[src/rtl/pe_link_arbiter.sv]
// ---------------------------------------------------------------------------
// pe_link_arbiter
// Two-input, one-output packet arbiter for a PE tile's east link. Flits from
// the north and west neighbours share the registered out_to_east channel.
// Once a packet has started from one side, that side keeps the link until
// its last flit has been sent.
//
// Ports:
//   clk, reset              rising-edge clock, asynchronous active-high reset
//   ap_start                one-cycle pulse that enables arbitration
//   in_from_north/north_*   north flit data, valid, last; north_ready out
//   in_from_west/west_*     west flit data, valid, last; west_ready out
//   out_to_east/east_*      registered output flit, valid, last; east_ready in
//   busy                    high once started
//   pkt_cnt                 count of last flits delivered on east (wraps)
//
// Build option:
//   ARB_FIXED_PRIO_EN  when defined, north always wins ties and the
//                      round-robin pointer is removed.
// ---------------------------------------------------------------------------
module pe_link_arbiter #(
   parameter int unsigned EAST_WIDTH   = 130,
   parameter int unsigned PKT_CNT_BITS = 16
) (
   input  logic                    clk,
   input  logic                    reset,
   input  logic                    ap_start,
   input  logic [EAST_WIDTH-1:0]   in_from_north,
   input  logic                    north_valid,
   input  logic                    north_last,
   output logic                    north_ready,
   input  logic [EAST_WIDTH-1:0]   in_from_west,
   input  logic                    west_valid,
   input  logic                    west_last,
   output logic                    west_ready,
   output logic [EAST_WIDTH-1:0]   out_to_east,
   output logic                    east_valid,
   output logic                    east_last,
   input  logic                    east_ready,
   output logic                    busy,
   output logic [PKT_CNT_BITS-1:0] pkt_cnt
);

   typedef enum logic [1:0] {
      S_IDLE   = 2'd0,
      S_ARB    = 2'd1,
      S_LOCK_N = 2'd2,
      S_LOCK_W = 2'd3
   } state_e;

   state_e                  state_q, state_d;

   logic [EAST_WIDTH-1:0]   east_data_q, east_data_d;
   logic                    east_last_q, east_last_d;
   logic                    east_valid_q, east_valid_d;
   logic                    busy_q, busy_d;
   logic [PKT_CNT_BITS-1:0] pkt_cnt_q, pkt_cnt_d;

   logic                    slot_free;
   logic                    acc_n;
   logic                    acc_w;
   logic                    pkt_done;

`ifndef ARB_FIXED_PRIO_EN
   localparam logic SIDE_N = 1'b0;
   localparam logic SIDE_W = 1'b1;

   // Round-robin pointer: side that wins the next tie in ARB.
   logic rr_q, rr_d;
`endif

   // Output slot can take a new flit when empty or draining this cycle.
   assign slot_free = !east_valid_q || east_ready;

   // Handshake completions; at most one side is granted in any cycle.
   assign acc_n    = north_ready && north_valid;
   assign acc_w    = west_ready && west_valid;
   assign pkt_done = (acc_n && north_last) || (acc_w && west_last);

   // State register.
   always_ff @(posedge clk or posedge reset) begin
      if (reset) begin
         state_q <= S_IDLE;
      end else begin
         state_q <= state_d;
      end
   end

   // Next-state logic.
   always_comb begin
      state_d = state_q;
      case (state_q)
         S_IDLE: begin
            if (ap_start) begin
               state_d = S_ARB;
            end
         end
         S_ARB: begin
            // Single-flit packets leave the arbiter free for the next pick.
            if (acc_n && !north_last) begin
               state_d = S_LOCK_N;
            end else if (acc_w && !west_last) begin
               state_d = S_LOCK_W;
            end
         end
         S_LOCK_N: begin
            if (acc_n && north_last) begin
               state_d = S_ARB;
            end
         end
         S_LOCK_W: begin
            if (acc_w && west_last) begin
               state_d = S_ARB;
            end
         end
         default: begin
            state_d = S_IDLE;
         end
      endcase
   end

   // Ready generation. Each ready depends on the state, the output slot and
   // only the other side's valid, so a source never sees its own valid fed
   // back into its ready.
   always_comb begin
      north_ready = 1'b0;
      west_ready  = 1'b0;
      case (state_q)
         S_ARB: begin
`ifdef ARB_FIXED_PRIO_EN
            north_ready = slot_free;
            west_ready  = slot_free && !north_valid;
`else
            north_ready = slot_free && ((rr_q == SIDE_N) || !west_valid);
            west_ready  = slot_free && ((rr_q == SIDE_W) || !north_valid);
`endif
         end
         S_LOCK_N: begin
            north_ready = slot_free;
         end
         S_LOCK_W: begin
            west_ready = slot_free;
         end
         default: begin
            north_ready = 1'b0;
            west_ready  = 1'b0;
         end
      endcase
   end

`ifndef ARB_FIXED_PRIO_EN
   // Pointer moves to the opposite side whenever a packet completes.
   always_comb begin
      rr_d = rr_q;
      if (pkt_done) begin
         rr_d = acc_n ? SIDE_W : SIDE_N;
      end
   end

   always_ff @(posedge clk or posedge reset) begin
      if (reset) begin
         rr_q <= SIDE_N;
      end else begin
         rr_q <= rr_d;
      end
   end
`endif

   // Output stage, status and packet counter.
   always_comb begin
      east_data_d  = east_data_q;
      east_last_d  = east_last_q;
      east_valid_d = east_valid_q;
      if (acc_n) begin
         east_data_d  = in_from_north;
         east_last_d  = north_last;
         east_valid_d = 1'b1;
      end else if (acc_w) begin
         east_data_d  = in_from_west;
         east_last_d  = west_last;
         east_valid_d = 1'b1;
      end else if (east_ready) begin
         east_valid_d = 1'b0;
      end

      busy_d    = busy_q || ((state_q == S_IDLE) && ap_start);
      pkt_cnt_d = pkt_cnt_q
                + PKT_CNT_BITS'(east_valid_q && east_ready && east_last_q);
   end

   always_ff @(posedge clk or posedge reset) begin
      if (reset) begin
         east_data_q  <= '0;
         east_last_q  <= 1'b0;
         east_valid_q <= 1'b0;
         busy_q       <= 1'b0;
         pkt_cnt_q    <= '0;
      end else begin
         east_data_q  <= east_data_d;
         east_last_q  <= east_last_d;
         east_valid_q <= east_valid_d;
         busy_q       <= busy_d;
         pkt_cnt_q    <= pkt_cnt_d;
      end
   end

   assign out_to_east = east_data_q;
   assign east_last   = east_last_q;
   assign east_valid  = east_valid_q;
   assign busy        = busy_q;
   assign pkt_cnt     = pkt_cnt_q;

endmodule

[config.mk]
export PLATFORM = sky130hd
export DESIGN_NAME = pe_link_arbiter
export DESIGN_NICKNAME = d
export VERILOG_FILES = /design/src/rtl/pe_link_arbiter.sv
export SDC_FILE = /design/constraint.sdc
export NUM_CORES = 1
export LEC_CHECK = 0
export CORE_AREA = 3 3 163 165
export DETAILED_ROUTE_END_ITERATION = 6
export DIE_AREA = 0 0 166 168
export PLACE_DENSITY_LB_ADDON = 0.1
export RECOVER_POWER = 50
export SETUP_SLACK_MARGIN = 0.2
export SYNTH_ARGS = -nofsm -noshare
export SYNTH_HDL_FRONTEND = slang
export SYNTH_SLANG_ARGS = --single-unit
[constraint.sdc]
create_clock -name clk -period 4.9 [get_ports clk]
set_input_delay 0.98 -clock clk [delete_from_list [all_inputs] [get_ports clk]]
set_output_delay 0.98 -clock clk [all_outputs]
set_load 0.05 [all_outputs]
Yosys cells after proc, flatten, opt, wreduce, memory -nomap -nowiden
Cells that the tools add are included.
{"block": "totals", "register_bits": 152, "latchBits": 0, "mem_bits_rw": 0, "romBits": 0, "input_bits": 268, "memories": 0}
{"block": "classes", "addsub": 1, "mul": 0, "div": 0, "magnitude_cmp": 0, "eq_ne": 7, "n_shift": 0, "muxes": 16, "n_bitwise": 1, "n_reduce_logical": 25}
{"operator": "130-bit two-way mux", "n": 2}
{"operator": "16-bit by 1-bit adder with 16-bit output", "n": 1}
{"operator": "1-bit logical AND", "n": 11}
{"operator": "2-bit two-way mux", "n": 5}
{"operator": "2-bit case mux with 4 select lines", "n": 1}
{"operator": "1-bit two-way mux", "n": 6}
{"operator": "2-bit inequality test, second input constant", "n": 3}
{"operator": "1-bit logical NOT", "n": 5}
{"operator": "1-bit logical OR", "n": 5}
{"operator": "2-bit equality test, second input constant", "n": 2}
{"operator": "1-bit case mux with 2 select lines", "n": 2}
{"operator": "4-bit AND reduction", "n": 1}
{"operator": "3-bit inequality test, second input constant", "n": 1}
{"operator": "3-bit nonzero test", "n": 1}
{"operator": "2-bit by 1-bit equality test with 1-bit output, second input constant", "n": 1}
{"operator": "2-bit logical NOT", "n": 1}
{"operator": "2-bit nonzero test", "n": 1}
{"operator": "1-bit NOT", "n": 1}

Depth between registers and ports, before layout
Gate-level depths: netlist of run 1.
{"block": "depth", "ltp_word": 9, "ltp_mapped": 8, "ltp_nobuf": 7}

Worst setup path before layout of run 1
No wires, ideal clock.
{"block": "synth_timing", "path_type": "input to output", "from": "input north_valid", "to": "output west_ready", "arrival_ps": 2049, "required_time_ps": 3920, "setup_slack_ps": 1871, "stages": 5, "n_path_buf": 2, "path_cell_list": "nand2b_4 a21oi_2 buf_6 buf_6 nor2_1"}
{"block": "synth_between", "elab_chain_cells": 4}
{"item": "start, declared", "line": "29", "source": "input logic north_valid,"}
{"item": "1-bit logical NOT", "line": "135", "source": "west_ready = slot_free && ((rr_q == SIDE_W) || !north_valid);"}
{"item": "1-bit logical OR", "line": "135"}
{"item": "1-bit logical AND", "line": "135"}
{"item": "1-bit case mux with 2 select lines", "line": "128", "source": "case (state_q)"}
{"item": "end, declared", "line": "35", "source": "output logic west_ready,"}
No other way between the ends.

Worst setup path after layout of run 1
{"block": "layout_timing", "from": "input east_ready", "to": "output north_ready"}
{"block": "layout_between", "elab_chain_cells": 3}
{"item": "start, declared", "line": "39", "source": "input logic east_ready,"}
{"item": "1-bit logical OR (*)", "line": "73", "source": "assign slot_free = !east_valid_q || east_ready;"}
{"item": "1-bit logical AND", "line": "134", "source": "north_ready = slot_free && ((rr_q == SIDE_N) || !west_valid);"}
{"item": "1-bit case mux with 2 select lines (*)", "line": "128"}
{"item": "end, declared", "line": "31", "source": "output logic north_ready,"}
Every way passes the cells marked *; elsewhere a longest branch is shown, timed or not.

==> flow_summary.ini, run 1 <==
[global_route]
grt_usage_pct = 20.5
antenna_found_initial = 3
grt_pass1_wl_mm = 46.0
grt-ovfl-total = 0
grt_start_max_net_pins = 140
grt_pass1_vias = 7809

[place]
placed_area_um2 = 11800
dp_slack_ns = 1.01
portBuffers = 418
gp_congestion = 0.804
place_inst = 1514
dp_hpwl_mm = 19.7

[cts]
htreeDepth = 4
cts.sinks = 152
clockBufferDepth = 2
postCtsSetupBuffers = 0
clock-root-buffer = clkbuf_16
cts-resized-gates = 0
cts_buffers = 17
clkLatencyLatePin_ns = 0.43
hold_buffers = 0
clk_pin_slew_worst_paths_ns = 0.06
cts_tree = yes

[floorplanning]
fp-row-count = 58
start_util_pct = 30.2
core-area_um2 = 25200
die_h_um = 168
pin_count = 419
fp.dieW_um = 166
fp.dieArea_um2 = 27900

[outcome]
violations = max-capacitance violations, max-slew violations
status = finished with violations

[timing]
setup_ws_ns = 0.960
skew_ns = 0.0141
tns_ns = 0
period_minus_slack_ns = 3.94
finalMaxSlewViolations = 175
worst_hold_slack_ns = 0.462
fin_crit_sh_pct = 80.4
hold_violations = 0
finalSetupViolCount = 0
slew_headroom_pct = -29.2
tightest_slew_ns = 1.94
rsz0062_at_grt = false
fmax_mhz = 254

[critical_path]
worstPathCellList = dlygate4sd3_1 > nand2b_1 > o211a_1 > clkdlybuf4s50_1
endpoint_kind = output pin
cp.required_ns = 3.92
r2r-start = east_valid$_DFFE_PP0P_
reg2reg_to = out_to_east[27]$_DFFE_PP0P_
critPathBufInv = 2
worst_ep_arrival_time_ns = 2.96
crit_path_max_incr_delay_ns = 0.86
cp_top_family = buffers and inverters
worstPathMaxFanout = 8
r2r_slack_ns = 1.81
worst-setup-path-type = in2out
cp_slowest_cell = clkdlybuf4s50_1
start_kind = input port
ff2ff_path_depth = 5

[route]
drc = 0
via_count = 7915
postRouteAntennaNets = 0
avgViaCountPerCell = 5.11
drt-total-wl_mm = 29.8
dr.pass1.iters = 6
wl_per_cell_um = 19.2
first_iter_violations = 568

[yosys]
synth.distinct_cells = 42
async_flop_share_pct = 100
netlist_area_um2 = 7610
synth_area_per_cell_um2 = 9.02
synth_edf_count = 0
synth_nets = 1118
netlist_instances = 844
synthFlopType = dfrtp_1
yosysSeqAreaShare_pct = 50.0
yosysWarnings = 0
synth-seq-cells = 152

[cells_and_area]
fin_util_pct = 49.2
final_area_um2 = 12400
final-instance-count-excl-fill = 1548
areaGrowthSynthToFinish_pct = 62.8
nNetsFinal = 1477
drive_above_1_share_pct = 4.77
fill_cells = 2412

[min_path]
hold_depth = 1
min_path_type = reg2reg
hold_end = busy$_DFF_PP0_
hp-start = busy$_DFF_PP0_

[power]
peakVddDrop_mv = 0.458
leakagePower_nw = 4.79
power_density_nw_per_um2 = 741
p_total_mw = 9.18

[job]
drv_cap = 2
## synth_stat cells (3+ instances only)
cell,n,area [µm²]
a31oi_1,134,838
inv_1,7,26.3
nand4_1,3,18.8
clkbuf_1,8,30.0
nand3_2,10,100
buf_6,16,180
ha_1,6,75.1
xnor2_1,11,96.3
xor2_1,3,26.3
buf_2,54,270
clkbuf_2,5,25.0
o21ai_0,132,661
nand2_1,6,22.5
nor2_1,133,499
and3_1,3,18.8
nand3_1,128,641
buf_4,3,22.5
dfrtp_1,152,3800
## layer usage
| layer | vias up | part of all wire (%) | global-route usage (%) |
|---|---|---|---|
| met1 | 3798 | 41 | 25.7 |
| met4 | 2 | 2.6 | 6.98 |
| met5 | - | 0.030 | 0 |
| met2 | 307 | 49 | 33.8 |
| li1 | 3770 | - | - |
| met3 | 38 | 7.5 | 6.46 |
## flip-flops by register name, summed over array words and instances, names as in the netlist
signal / count
east_last: 1
pkt_cnt: 16
busy: 1
state_q: 2
out_to_east: 130
east_valid: 1
rr_q: 1
## cell families after synthesis
logic type / Yosys count / share of synthesized area, %
xor gates and xnor gates: 14 / 1.61
adders and majority gates: 6 / 0.986
DFF: 152 / 50.0
buffers and inverters: 95 / 7.74
AOI/OAI and AO/OA: 280 / 21.3
and+or+nand+nor: 297 / 18.4
## power by group
group / internal, mW / leakage [nW] / switching, mW
registers: 1.88 / 1.81 / 0.305
clock network: 0.772 / 0.274 / 0.574
logic: 1.76 / 2.71 / 3.89
total: 4.41 / 4.79 / 4.77
## worst register-to-register path, cell delays in order, from the launching register on
cell,delay [ns]
dfrtp_1,0.40
nand2b_1,0.28
and2_1,1.42
buf_12,0.41
nand3_1,0.33
a31oi_1,0.19
## cells in the final DEF (no fill, tap or decap), types with 3 or more instances in the layout
cell               n
buf_4              4
clkinv_4           3
and3_1             3
buf_12             5
nand4_1            3
ha_1               6
nor2_1           133
inv_1              6
o21ai_0          132
xnor2_1           11
clkdlybuf4s50_1  356
clkbuf_16         17
nand2_1            6
dfrtp_1          152
inv_6              3
and2_1             3
xor2_1             3
a31oi_1          134
dlygate4sd3_1     62
clkinvlp_4         4
nand3_2           10
nand3_1          128
nor3_1             3
## worst max path at each step
stage / startpoint / endpoint / slack, ns / cells past startpoint
global route: reset / out_to_east[20]$_DFFE_PP0P_ / 0.79 / 3
floorplan: north_valid / west_ready / 1.87 / 5
global placement: east_ready / north_ready / 1.03 / 4
finish: east_ready / north_ready / 0.96 / 4
CTS: east_ready / north_ready / 1.00 / 4
detailed placement: east_ready / north_ready / 1.01 / 4
## layout make-up
cell class	count	area (µm²)	share of cell area [%]
Timing Repair Buffer	428	4320	34.9
Sequential cell	152	3800	30.7
Multi-Input combinational cell	597	3230	26.1
Clock buffer	20	447	3.61
Tap cell	330	413	3.33
Clock inverter	12	143	1.15
Inverter	7	27.5	0.222
Antenna cell	2	5.00	0.0404
Note: power is estimated with default switching activity, not from simulation.
==> run 2, diff against run 1 <==
Clock period 4.9 ns to 3.6 ns, I/O delays scaled along.
==> run 2 against run 1 <==
Against the previous run: the run still ends with max-capacitance violations, max-slew violations left; largest cell class unchanged; count of clock-buffer cells in the layout did not move; register-to-register slack got worse by 0.58 ns; routed wire length rose by 1.4%; global-route usage rose by 0.10 points; combinational power rose by 37%; first-iteration DRC count fell by 13%; die area did not move; non-clock buffer count rose by 4; hold slack got worse by 0.0038 ns; via count rose by 0.66%.
==> flow_summary.ini, run 2 (same netlist as run 1, synthesis figures left out) <==
[job]
drv_cap = 1

[cells_and_area]
areaGrowthSynthToFinish_pct = 64.2
nNetsFinal = 1481
final-instance-count-excl-fill = 1551
layout_commonest_cell = clkdlybuf4s50_1
drive_above_1_share_pct = 5.25
largest_register_ff_count = 130
layout_common_cells = clkdlybuf4s50_1, dfrtp_1, a31oi_1
fin_util_pct = 49.6
fill_cells = 2441
regArea_um2 = 3800
multi_input_area_um2 = 3230

[route]
dr.pass1.iters = 5
drt-total-wl_mm = 30.2
first_iter_violations = 492
drc = 0
avgViaCountPerCell = 5.14
postRouteAntennaNets = 0
via_count = 7967
wl_per_cell_um = 19.5

[critical_path]
r2r_slack_ns = 1.23
r2r-start = state_q[1]$_DFFE_PP0P_
start_kind = input port
worst-setup-path-type = in2out
ff2ff_path_depth = 7
worst_ep_arrival_time_ns = 2.07
endpoint_kind = output pin
reg2reg_to = out_to_east[116]$_DFFE_PP0P_
worstPathMaxFanout = 8
cp.required_ns = 2.88

[global_route]
grt-ovfl-total = 0
met2_usage_pct = 35.2
antenna_found_initial = 1
grt_use_met1_pct = 24.7
grt_start_max_net_pins = 136
grt_usage_pct = 20.6
grt_pass1_wl_mm = 46.1
use_met3_pct = 6.60
grt_pass1_vias = 8007
busiest_layer = met2

[power]
p_seq_share_pct = 23.6
internal-power_mw = 6.12
power_density_nw_per_um2 = 1010
switching_power_mw = 6.50
power.share.clock_pct = 15.1
comb_power_share_pct = 61.3
leakagePower_nw = 4.85
peakVddDrop_mv = 0.637
swShare_pct = 51.5

[cts]
postCtsSetupBuffers = 0
clockBufferDepth = 2
cts.sinks = 152
cts_buffers = 17
cts-resized-gates = 0
clk_pin_slew_worst_paths_ns = 0.06
htreeDepth = 4
clkLatencyLatePin_ns = 0.43
clock-root-buffer = clkbuf_16
hold_buffers = 0
cts_tree = yes

[floorplanning]
fp.dieW_um = 166
die_h_um = 168
pin_count = 419
core-area_um2 = 25200
fp.dieArea_um2 = 27900
start_util_pct = 30.2
fp-row-count = 58

[outcome]
status = finished with violations
violations = max-capacitance violations, max-slew violations

[timing]
slew_headroom_pct = -2.03
tns_ns = 0
fmax_mhz = 358
finalMaxSlewViolations = 30
period_minus_slack_ns = 2.79
fin_crit_sh_pct = 77.5
finalSetupViolCount = 0
tightest_slew_ns = 1.52
worst_hold_slack_ns = 0.458
setup_ws_ns = 0.810
rsz0062_at_grt = false
skew_ns = 0.0178
hold_violations = 0

[place]
gp_congestion = 0.781
portBuffers = 418
dp_slack_ns = 0.769
place_inst = 1518
dp_hpwl_mm = 20.0

[min_path]
hp-start = busy$_DFF_PP0_
hold_depth = 1
min_path_type = reg2reg
hold_end = busy$_DFF_PP0_
[run 2: layer usage]
| metal | routed length [µm] | share of wire, % |
|---|---|---|
| met2 | 15000 | 50 |
| met5 | 0 | 0 |
| met3 | 2310 | 7.7 |
| met1 | 12100 | 40 |
| met4 | 796 | 2.6 |
[run 2: power by group through the flow]
| stage | Sequential [mW] | Clock [mW] | Combinational (mW) |
|---|---|---|---|
| floorplan | 5.75 | 0 | 2.50 |
| global placement | 3.01 | 0 | 7.88 |
| detailed placement | 3.01 | 0 | 7.93 |
| CTS | 3.00 | 1.95 | 7.94 |
| global route | 3.09 | 2.02 | 8.19 |
| finish | 2.98 | 1.90 | 7.74 |
[run 2: through the flow]
| stage | total power, mW | cell area [µm²] |
|---|---|---|
| after floorplan | 8.25 | 7610 |
| after global placement | 10.9 | 11900 |
| after detailed placement | 10.9 | 11900 |
| after CTS | 12.9 | 12500 |
| after global routing | 13.3 | 12500 |
| final | 12.6 | 12500 |
[run 2: critical path, cell delays in order]
cell	delay (ns)
dlygate4sd3_1	0.57
nand2b_1	0.35
o211a_1	0.22
buf_4	0.20
[run 2: how the worst max path moves through the flow]
| stage | end | cells past startpoint | startpoint | slack [ns] |
|---|---|---|---|---|
| 2_1_floorplan | busy$_DFF_PP0_ | 1 | reset | 0.96 |
| 5_1_grt | north_ready | 4 | east_ready | 0.73 |
| 3_5_place_dp | out_to_east[36]$_DFFE_PP0P_ | 6 | east_ready | 0.77 |
| 3_3_place_gp | out_to_east[30]$_DFFE_PP0P_ | 6 | east_ready | 0.82 |
| 6_report | north_ready | 4 | east_ready | 0.81 |
| 4_1_cts | north_ready | 4 | east_ready | 0.88 |
[run 2: layout make-up]
| type | instances | share of cell area (%) |
|---|---|---|
| repair buffers | 432 | 35.3 |
| well taps | 330 | 3.30 |
| clock inverters | 12 | 1.32 |
| inverters | 7 | 0.220 |
| multi-input cells | 597 | 25.9 |
| clock buffers | 20 | 3.57 |
| flip-flops and latches | 152 | 30.4 |
| diodes | 1 | 0.0200 |
==> RTL change 1, RTL diff (config.mk and constraints of run 2) <==
Set the parameter `EAST_WIDTH` to 138 (it was 130).
--- a/src/rtl/pe_link_arbiter.sv
+++ b/src/rtl/pe_link_arbiter.sv
@@ -20,5 +20,5 @@
 // ---------------------------------------------------------------------------
 module pe_link_arbiter #(
-   parameter int unsigned EAST_WIDTH   = 130,
+   parameter int unsigned EAST_WIDTH   = 138,
    parameter int unsigned PKT_CNT_BITS = 16
 ) (
Ports: changed (resized in_from_north, in_from_west and out_to_east); port bits go from 419 to 443. The function was not compared with the original's and may differ.
==> RTL change 1 against run 2 <==
Global-route usage shrank 0.47 points; area after synthesis shrank 1.3%; worst setup slack lost 0.019 ns; routed wire length shrank 2.7%; clock skew shrank 0.0031 ns; combinational power grew 1%; clock power shrank 6%; power grew 0.78%; register-to-register slack lost 0.18 ns; design area grew 2.2%; critical path depth grew 3; sequential share of layout area grew 0.91 points; sequential cell count grew 8.
==> RTL change 1: results (changes against run 2) <==
outcome: complete, no violations (was finished, violations left)
Net Switching: 6.53 mW (was 6.50 mW)
top cells by area, synth: dfrtp_1 (53%), nand2_1 (14%), a31oi_1 (12%), nor3_1 (9.4%), clkbuf_1 (2.6%) (was dfrtp_1 (50%), a31oi_1 (11%), o21ai_0 (8.7%), nand3_1 (8.4%), nor2_1 (6.6%))
first-pass detailed-route iteration total: 4 (was 5)
syn avg cell area: 8.63 um^2 (was 9.02 um^2)
met1 wire length: 11600 um (was 12100 um)
CP max stage cell: nor4b_1 (was dlygate4sd3_1)
Largest stage delay, worst path: 0.62 ns (was 0.57 ns)
max reg flops: 138 (was 130)
layout cells sized above 1: 0.0406 (was 0.0525)
Seq cells post-synth: 160 (was 152)
multi-input gates: 625 (was 597)
met3 global-route usage: 0.0716 (was 0.0660)
max cap viols: 0 (was 1)
Placer Congestion: 0.824 (was 0.781)
clk_skew: 0.0148 ns (was 0.0178 ns)
Filler cells: 2420 (was 2441)
Non-Filler Instances: 1612 (was 1551)
leakage power: 5.07 nW (was 4.85 nW)
GRT Overall Usage: 0.202 (was 0.206)
post-synthesis sequential area ratio: 0.533 (was 0.500)
routed wl met2: 14500 um (was 15000 um)
Logic inverters: 8 (was 7)
global-route wire length before repair: 44900 um (was 46100 um)
most frequent cells after synthesis: nand2_1 (284), dfrtp_1 (160), a31oi_1 (141), nor3_1 (141), clkbuf_1 (53) (was dfrtp_1 (152), a31oi_1 (134), nor2_1 (133), o21ai_0 (132), nand3_1 (128))
met2 Use GR: 0.346 (was 0.352)
worst vdd ir: 0.475 mV (was 0.637 mV)
via count of the first global-routing pass: 7661 (was 8007)
IO Port Bufs: 442 (was 418)
clock tree cell share of total cell area: 0.0447 (was 0.0490)
largest net degree at the start of global routing: 97 (was 136)
critical path fanouts, max: 55 (was 8)
DR vias/cell: 4.95 (was 5.14)
multi-input gate share of the layout cell area: 0.246 (was 0.259)
Least-Margin Pin Slew: 1.10 ns (was 1.52 ns)
dpl hpwl: 20800 um (was 20000 um)
Register-to-Register Path Depth: 8 (was 7)
DR iter-0 viols: 420 (was 492)
## RTL change 1: how the worst max path moves through the flow
stage / cells past startpoint / startpoint / slack (ns) / to
floorplan: 1 / reset / 0.85 / busy$_DFF_PP0_
global placement: 7 / north_valid / 0.74 / out_to_east[133]$_DFFE_PP0P_
detailed placement: 7 / north_valid / 0.63 / out_to_east[5]$_DFFE_PP0P_
CTS: 4 / north_valid / 0.90 / west_ready
global route: 7 / east_ready / 0.59 / out_to_east[5]$_DFFE_PP0P_
finish: 7 / north_valid / 0.79 / out_to_east[5]$_DFFE_PP0P_
## RTL change 1: cells by family (layout without fill, tap and decap cells)
| kind of cell | Yosys count | after routing | synth area share |
|---|---|---|---|
| flip-flops | 160 | 160 | 0.533 |
| adder cells (fa/ha/maj) | 6 | 6 | 0.00999 |
| AO/OA/AOI/OAI | 154 | 154 | 0.132 |
| other | 0 | 1 | 0 |
| AND/OR/NAND/NOR | 451 | 451 | 0.257 |
| buffers and inverters | 85 | 496 | 0.0508 |
| XOR/XNOR | 14 | 14 | 0.0163 |
## RTL change 1: power by group through the flow
stage / clock network [mW] / registers, mW / logic [mW]
2_1_floorplan: 0 / 5.95 / 2.44
3_3_place_gp: 0 / 3.13 / 8.02
3_5_place_dp: 0 / 3.15 / 8.05
4_1_cts: 1.84 / 3.13 / 8.06
5_1_grt: 1.91 / 3.23 / 8.32
6_report: 1.79 / 3.11 / 7.83
## RTL change 1: stage by stage
stage / util / worst slack [ns] / area, um^2
floorplan: - / 0.851 / 7520
CTS: 0.508 / 0.904 / 12800
finish: 0.507 / 0.791 / 12800
detailed placement: 0.486 / 0.634 / 12200
global route: 0.507 / 0.587 / 12800
global placement: 0.486 / 0.736 / 12200
==> RTL change 2, RTL diff (flow settings as in run 2) <==
Made on the original files. Re-encode `state_e` (4 states) as one-hot, 4 bits wide.
--- a/src/rtl/pe_link_arbiter.sv
+++ b/src/rtl/pe_link_arbiter.sv
@@ -42,9 +42,9 @@
 );
 
-   typedef enum logic [1:0] {
-      S_IDLE   = 2'd0,
-      S_ARB    = 2'd1,
-      S_LOCK_N = 2'd2,
-      S_LOCK_W = 2'd3
+   typedef enum logic [3:0] {
+      S_IDLE   = 4'b0001,
+      S_ARB    = 4'b0010,
+      S_LOCK_N = 4'b0100,
+      S_LOCK_W = 4'b1000
    } state_e;
 
Formal check against the unedited RTL: same outputs for any inputs over 4 cycles, from zero or initial values and one cycle with reset high; so few cycles prove little.
==> RTL change 2 against run 2 <==
Clock skew fell by 0.0022 ns; sequential power fell by 2%; sequential cell count rose by 2; routed wire length rose by 3.4%; design area rose by 5.8%; worst hold slack improved by 0.028 ns; via count rose by 4.2%; area after synthesis rose by 6.9%; power fell by 5.3%; count of clock-buffer cells in the layout fell by 1; sequential share of layout area fell by 1.3 points; worst setup slack got worse by 0.078 ns; largest cell class unchanged.
==> RTL change 2: results (changes against run 2) <==
GRT Overall Usage: 0.220 (was 0.206)
post-synthesis sequential area ratio: 0.474 (was 0.500)
Syn Nets: 1130 (was 1118)
routed len/inst: 20.1 um (was 19.5 um)
first-pass detailed-route iteration total: 5 (unchanged)
Residual DRC: 0 (unchanged)
Final Critical Period: 2.87 ns (was 2.79 ns)
outcome: complete, no violations (was finished, violations left)
Hold Path Class: flip-flop to flip-flop (unchanged)
Placement Cell Area: 12600 um^2 (was 11900 um^2)
postcts setup bufs: 0 (unchanged)
Worst Setup SP: east_ready (unchanged)
layout cells sized above 1: 0.0457 (was 0.0525)
Placer Congestion: 0.782 (was 0.781)
clk_skew: 0.0156 ns (was 0.0178 ns)
top cells by area, synth: dfrtp_1 (47%), or3b_1 (14%), a31oi_1 (10%), nor3_1 (8.1%), o21ai_0 (8.1%) (was dfrtp_1 (50%), a31oi_1 (11%), o21ai_0 (8.7%), nand3_1 (8.4%), nor2_1 (6.6%))
cts bufs inserted: 17 (unchanged)
pre-CTS setup slack: 0.763 ns (was 0.769 ns)
Net Switching: 5.95 mW (was 6.50 mW)
Largest stage delay, worst path: 0.54 ns (was 0.57 ns)
Synthesis Warnings: 0 (unchanged)
dpl hpwl: 20900 um (was 20000 um)
post_cts resized: 0 (unchanged)
largest net degree at the start of global routing: 133 (was 136)
asr flop ratio synth: 1.00 (unchanged)
Worst R2R Setup Slack: 1.40 ns (was 1.23 ns)
global-route wire length before repair: 49300 um (was 46100 um)
worst skew pair latency: 0.43 ns (about the same)
final hold violations: 0 (unchanged)
CP arrival: 2.15 ns (was 2.07 ns)
IO Port Bufs: 418 (unchanged)
RR Startpoint: state_q[2]$_DFFE_PP0P_ (was state_q[1]$_DFFE_PP0P_)
leakage power: 4.87 nW (was 4.85 nW)
critical path fanouts, max: 6 (was 8)
worst vdd ir: 0.478 mV (was 0.637 mV)
CP max stage cell: dlygate4sd3_1 (unchanged)
final-stage net count: 1483 (was 1481)
most frequent cells after synthesis: dfrtp_1 (153), nor3_1 (132), o21ai_0 (131), a31oi_1 (130), or3b_1 (130) (was dfrtp_1 (152), a31oi_1 (134), nor2_1 (133), o21ai_0 (132), nand3_1 (128))
CTS root buf: clkbuf_16 (unchanged)
CTS HTree Levels: 4 (unchanged)
Yosys cell types: 38 (was 42)
max reg flops: 130 (unchanged)
DR iter-0 viols: 550 (was 492)
clk slew on worst S/H paths: 0.07 ns
initial antenna violation count: 0 (was 1)
via count: 8302 (was 7967)
max_slew headroom: 0.221 (was -0.0203)
worst-case clock buffer depth: 2 (unchanged)
hold_sp: pkt_cnt[15]$_DFF_PP0_ (was busy$_DFF_PP0_)
## RTL change 2: logic make-up (layout without fill, tap and decap cells)
| group | after synthesis | count (layout) | share of synthesized area |
|---|---|---|---|
| AND/OR/NAND/NOR | 312 | 312 | 0.255 |
| buffers and inverters | 105 | 470 | 0.0610 |
| other | 0 | 1 | 0 |
| adder cells (fa/ha/maj) | 2 | 2 | 0.00307 |
| XOR/XNOR | 15 | 15 | 0.0161 |
| AO/OA/AOI/OAI | 272 | 272 | 0.191 |
| flip-flops | 154 | 154 | 0.474 |
## RTL change 2: critical path: cells and delay by family
family / cells / cell delay [ns]
buffers and inverters: 3 / 1.01
and+or+nand+nor: 2 / 0.43
## RTL change 2: layout make-up
cell class              instances  area, um^2
clock buffers                  19         453
clock inverters                12         211
multi-input cells             601        3820
flip-flops and latches        154        3850
fillers                      2342       12000
repair buffers                436        4450
well taps                     330         413
diodes                          1        2.50
inverters                       3        12.5
## RTL change 2: worst paths after layout
check | endpoint | cells past startpoint
max | west_ready | 5
min | pkt_cnt[15]$_DFF_PP0_ | 1
max reg2reg | out_to_east[105]$_DFFE_PP0P_ | 5
min reg2reg | pkt_cnt[15]$_DFF_PP0_ | 1
max in group asynchronous | state_q[0]$_DFFE_PP1P_ | 3
min in group asynchronous | out_to_east[79]$_DFFE_PP0P_ | 2
## RTL change 2: per-stage QoR
| step | instances | hold slack (ns) | total power [mW] |
|---|---|---|---|
| after floorplan | 860 | 0.516 | 7.49 |
| after global placement | 1524 | 0.460 | 10.0 |
| after detailed placement | 1524 | 0.466 | 10.1 |
| after CTS | 1555 | 0.482 | 12.2 |
| after global routing | 1555 | 0.505 | 12.6 |
| final | 1556 | 0.486 | 12.0 |
## RTL change 2: layer usage
layer  global-route usage  part of all wire
met2                0.351              0.48
met1                0.290              0.42
met5                    0                 0
met4               0.0539             0.017
met3               0.0726             0.081
## RTL change 2: power groups by stage
stage / sequential [mW] / combinational, mW / clock (mW)
finish: 2.93 / 6.96 / 2.06
global placement: 2.95 / 7.09 / 0
global route: 3.05 / 7.36 / 2.19
floorplan: 5.65 / 1.84 / 0
detailed placement: 2.97 / 7.12 / 0
CTS: 2.95 / 7.13 / 2.11
